### src/rtl/zeroriscy_multdiv_ctrl.sv
// zeroriscy_multdiv_ctrl
// Issue-side controller for the zero-riscy multiply/divide engine.
// It accepts one RV32M request and decodes funct3 into the engine's operator
// and signed-mode encoding. Operands and the enable are held steady until the
// engine reports done. The result is then offered to writeback on a
// valid/ready channel.
// A flush never abandons the engine mid-operation. The controller keeps the
// enable high until the engine finishes, then discards the result.

module zeroriscy_multdiv_ctrl #(
  parameter int CNT_WIDTH = 6
) (
  input  logic                 clk,
  input  logic                 rst,
  input  logic                 req_valid_i,
  output logic                 req_ready_o,
  input  logic [2:0]           funct3_i,
  input  logic [31:0]          op_a_i,
  input  logic [31:0]          op_b_i,
  input  logic                 flush_i,
  output logic                 md_mult_en_o,
  output logic                 md_div_en_o,
  output logic [1:0]           md_operator_o,
  output logic [1:0]           md_signed_mode_o,
  output logic [31:0]          md_op_a_o,
  output logic [31:0]          md_op_b_o,
  output logic                 md_b_zero_o,
  input  logic [31:0]          md_result_i,
  input  logic                 md_ready_i,
  output logic                 rsp_valid_o,
  input  logic                 rsp_ready_i,
  output logic [31:0]          rsp_data_o,
  output logic                 busy_o,
  output logic [CNT_WIDTH-1:0] last_cycles_o
);

  typedef enum logic [1:0] {
    IDLE  = 2'd0,
    BUSY  = 2'd1,
    DRAIN = 2'd2,
    RESP  = 2'd3
  } state_e;

  state_e               state_q;
  state_e               state_d;
  logic                 is_mult_q;
  logic [CNT_WIDTH-1:0] cnt_q;
  logic [CNT_WIDTH-1:0] cnt_inc;
  logic [1:0]           operator_d;
  logic [1:0]           signed_d;
  logic                 engine_active;
  logic                 accept;
  logic                 engine_done;
  logic                 capture;

  assign engine_active = (state_q == BUSY) || (state_q == DRAIN);
  assign accept        = (state_q == IDLE) && req_valid_i && !flush_i;
  assign engine_done   = engine_active && md_ready_i;
  assign capture       = (state_q == BUSY) && md_ready_i && !flush_i;
  assign cnt_inc       = (&cnt_q) ? cnt_q : cnt_q + CNT_WIDTH'(1);

  // Translate RV32M funct3 into the engine operator and per-operand signedness
  always_comb begin
    operator_d = 2'b00;
    signed_d   = 2'b00;
    case (funct3_i)
      3'b000: begin operator_d = 2'b00; signed_d = 2'b00; end
      3'b001: begin operator_d = 2'b01; signed_d = 2'b11; end
      3'b010: begin operator_d = 2'b01; signed_d = 2'b01; end
      3'b011: begin operator_d = 2'b01; signed_d = 2'b00; end
      3'b100: begin operator_d = 2'b10; signed_d = 2'b11; end
      3'b101: begin operator_d = 2'b10; signed_d = 2'b00; end
      3'b110: begin operator_d = 2'b11; signed_d = 2'b11; end
      3'b111: begin operator_d = 2'b11; signed_d = 2'b00; end
      default: begin operator_d = 2'b00; signed_d = 2'b00; end
    endcase
  end

  // State register
  always_ff @(posedge clk) begin
    if (rst) begin
      state_q <= IDLE;
    end else begin
      state_q <= state_d;
    end
  end

  // Next-state logic; BUSY/DRAIN leave only on the engine's done pulse or a flush
  always_comb begin
    state_d = state_q;
    case (state_q)
      IDLE: begin
        if (req_valid_i && !flush_i) state_d = BUSY;
      end
      BUSY: begin
        if (md_ready_i)   state_d = flush_i ? IDLE : RESP;
        else if (flush_i) state_d = DRAIN;
      end
      DRAIN: begin
        if (md_ready_i) state_d = IDLE;
      end
      RESP: begin
        if (flush_i || rsp_ready_i) state_d = IDLE;
      end
      default: state_d = IDLE;
    endcase
  end

  // Handshake and enable outputs, forced low while reset is held
  always_comb begin
    req_ready_o  = !rst && (state_q == IDLE);
    md_mult_en_o = !rst && engine_active && is_mult_q;
    md_div_en_o  = !rst && engine_active && !is_mult_q;
    rsp_valid_o  = !rst && (state_q == RESP);
    busy_o       = !rst && (state_q != IDLE);
  end

  // Latch the request at accept, count enable cycles, capture the engine result
  always_ff @(posedge clk) begin
    if (rst) begin
      md_op_a_o        <= '0;
      md_op_b_o        <= '0;
      md_operator_o    <= '0;
      md_signed_mode_o <= '0;
      md_b_zero_o      <= 1'b0;
      is_mult_q        <= 1'b0;
      cnt_q            <= '0;
      last_cycles_o    <= '0;
      rsp_data_o       <= '0;
    end else begin
      if (accept) begin
        md_op_a_o        <= op_a_i;
        md_op_b_o        <= op_b_i;
        md_operator_o    <= operator_d;
        md_signed_mode_o <= signed_d;
        md_b_zero_o      <= (op_b_i == 32'd0);
        is_mult_q        <= !funct3_i[2];
        cnt_q            <= '0;
      end else if (engine_active) begin
        cnt_q <= cnt_inc;
      end
      if (engine_done) begin
        last_cycles_o <= cnt_inc;
      end
      if (capture) begin
        rsp_data_o <= md_result_i;
      end
    end
  end

endmodule

### config.mk
export PLATFORM = sky130hd
export DESIGN_NAME = zeroriscy_multdiv_ctrl
export DESIGN_NICKNAME = d
export VERILOG_FILES = /design/src/rtl/zeroriscy_multdiv_ctrl.sv
export SDC_FILE = /design/constraint.sdc
export NUM_CORES = 1
export LEC_CHECK = 0
export ABC_AREA = 1
export CAP_MARGIN = 15
export CORE_MARGIN = 10
export CORE_UTILIZATION = 40
export DETAILED_ROUTE_END_ITERATION = 6
export GPL_ROUTABILITY_DRIVEN = 0
export PLACE_DENSITY = 0.79
export SKIP_LAST_GASP = 1
export SYNTH_ARGS = -nofsm -noshare
export SYNTH_HDL_FRONTEND = slang
export SYNTH_SLANG_ARGS = --single-unit
### constraint.sdc
create_clock -name clk -period 4.62 [get_ports clk]
set_input_delay 1.386 -clock clk [delete_from_list [all_inputs] [get_ports clk]]
set_output_delay 1.386 -clock clk [all_outputs]
set_load 0.05 [all_outputs]
==> flow_summary.ini <==
[outcome]
outcome = completed

[logic_synthesis]
syn_nets = 720
ys_top_cells_by_area = dfxtp_1, nor2_1, o21ai_0
ys.warnings.count = 0
synth_seq_cells = 116
synth_flop_cell = dfxtp_1
yosysMostFrequentCell = nor2_1
syn_inst = 607
synth_edf_count = 0
yosysTopAreaCellShare = 0.5134
yosysSeqAreaShare = 0.5134
synthArstFlopShare = 0
synth_cell_types = 21
synth_area_um2 = 4523
syn_area_per_cell_um2 = 7.452
synth_commonest_cells = nor2_1, dfxtp_1, o21ai_0, nand2_1, inv_1
yosys.area.top_type = dfxtp_1

[timing]
rsz0062_at_grt = false
hold_viol_final = 0
setup_ws_ns = 0.8307
tightestPinTransition_ns = 0.7616
period_needed_ns = 3.789
slew_headroom = 0.4915
fmax_mhz = 263.9
setup_viol_count_final = 0
fin_skew_ns = 0.005379
tns_ns = 0
timing.final.crit_share = 0.8202
report.final.slew_viol_count = 0

[power]
power_density_nw_per_um2 = 578.3
ir_drop_v = 0.0004188
design_power_total_mw = 4.207
power.leakage_nw = 2.986

[layout]
syn2layout_area_growth_pct = 60.83
nets = 926
fillCellCount = 909
n_antenna_cell = 0
final_util = 0.6652
multiInputGateArea_um2 = 1881
finalNonFillerCells = 965
ff_latch_area_um2 = 2322
drive_gt1_frac = 0.05455

[floorplanning]
die_width_um = 126.3
rows = 38
die-area_um2 = 15960
start_util = 0.4136
die_h_um = 126.3
num_io_pins = 217
core_area_um2 = 10940

[cts]
cts_root_buffer = clkbuf_16
clock_path_buffers = 2
post_cts_buffers = 0
clock_latency_ns = 0.41
clk_pin_slew_ns = 0.05
cts_tree = built
cts_resized = 0
ctsHtreeMaxLevel = 4
ctsHoldBuffers = 0
cts_sinks = 116
cts_buffers = 17

[route]
vias = 4690
wl_mm = 15.72
first_pass_iters = 5
viasPerCell = 4.860
drtIter0Drc = 310
ant_nets = 0
post_drt_wl_per_cell_um = 16.29
remaining_drc_errors = 0

[grt]
grt_pass1_wl_mm = 24.59
antenna_found_initial = 0
track_usage = 0.1925
grt_pass1_vias = 4656
grt_max_degree = 61
gr-total-overflow = 0

[critical_path]
critPathRequiredTime_ns = 3.23
cpMaxStageDelayCell = clkdlybuf4s50_1
critical_path_peak_fanout = 3
cp-end-kind = primary output
worst-endpoint-arrival_ns = 2.40
crit_chain = clkdlybuf4s50_1 > nor3_1 > buf_12
crit_type = primary input to primary output
cpPeakStageDelay_ns = 0.47
crit_path_start_kind = primary input

[placed_design]
dp.cells = 934
dp_slack_ns = 0.8025
dpl.hpwl_mm = 11.70
port_buffers = 216

[worst_hold_path]
hp-class = flop to flop

[run]
maxCapViolations = 0
## logic make-up after synthesis
logic type | share of synthesized area
simple gates | 0.2495
compound gates | 0.1422
fa+ha+maj | 0.02213
xor+xnor | 0.001937
buf+inv | 0.07081
flops | 0.5134
## cells in the final DEF, fill, tap and decap left out
cell	instances
a211oi_1	2
a21oi_1	18
buf_12	4
buf_4	6
clkbuf_1	5
clkbuf_16	17
clkbuf_8	4
clkdlybuf4s50_1	211
clkinv_2	5
dfxtp_1	116
ha_1	8
inv_1	30
inv_2	6
nand2_1	40
nand2_4	1
nand3_1	17
nand3_4	1
nor2_1	222
nor3_1	3
nor3_4	1
o21ai_0	103
o21ai_1	3
o21bai_1	1
xor2_1	1
## per-stage QoR
step                      hold WS [ns]  area (um^2)
after floorplan                 0.4626         4523
after global placement          0.4495         6750
after detailed placement        0.4572         6750
after CTS                       0.4653         7274
after global routing            0.4835         7274
final                           0.4674         7274
## flip-flops by register name, indices dropped and copies added (netlist names)
signal	count
md_op_a_o	32
md_b_zero_o	1
md_operator_o	2
md_op_b_o	32
rsp_data_o	32
is_mult_q	1
state_q	2
md_signed_mode_o	2
last_cycles_o	6
cnt_q	6
## layout make-up
cell class              instances  area share
flip-flops and latches        116      0.3192
repair buffers                221      0.3075
multi-input cells             421      0.2585
clock buffers                  26     0.06863
well taps                     140     0.02408
inverters                      36     0.01858
clock inverters                 5    0.003440
## critical path: cells and delay by family
| kind | cells | cell delay, ns |
|---|---|---|
| buffers and inverters | 2 | 0.66 |
| and+or+nand+nor | 1 | 0.36 |
## final timing paths
path	start	end	slack (ns)	depth (start not counted)
worst max-delay path	rst	md_mult_en_o	0.83	3
worst min-delay path	md_signed_mode_o[0]$_SDFFE_PP0P_	md_signed_mode_o[0]$_SDFFE_PP0P_	0.47	2
worst max register to register	state_q[0]$_SDFFE_PP0P_	md_op_a_o[9]$_SDFFE_PP0P_	2.71	7
worst min register to register	md_signed_mode_o[0]$_SDFFE_PP0P_	md_signed_mode_o[0]$_SDFFE_PP0P_	0.47	2
## power by group
group	switching (mW)	internal, mW
logic	1.15	0.578
registers	0.110	1.20
clock network	0.429	0.733
## routing by layer
metal	track usage	vias up	wire length, um
met4	0.1172	0	709
met3	0.07289	42	1278
met2	0.3075	170	7567
met1	0.2139	2135	6164
met5	0	-	0
li1	-	2343	-
Power figures use the tool's default switching activity.
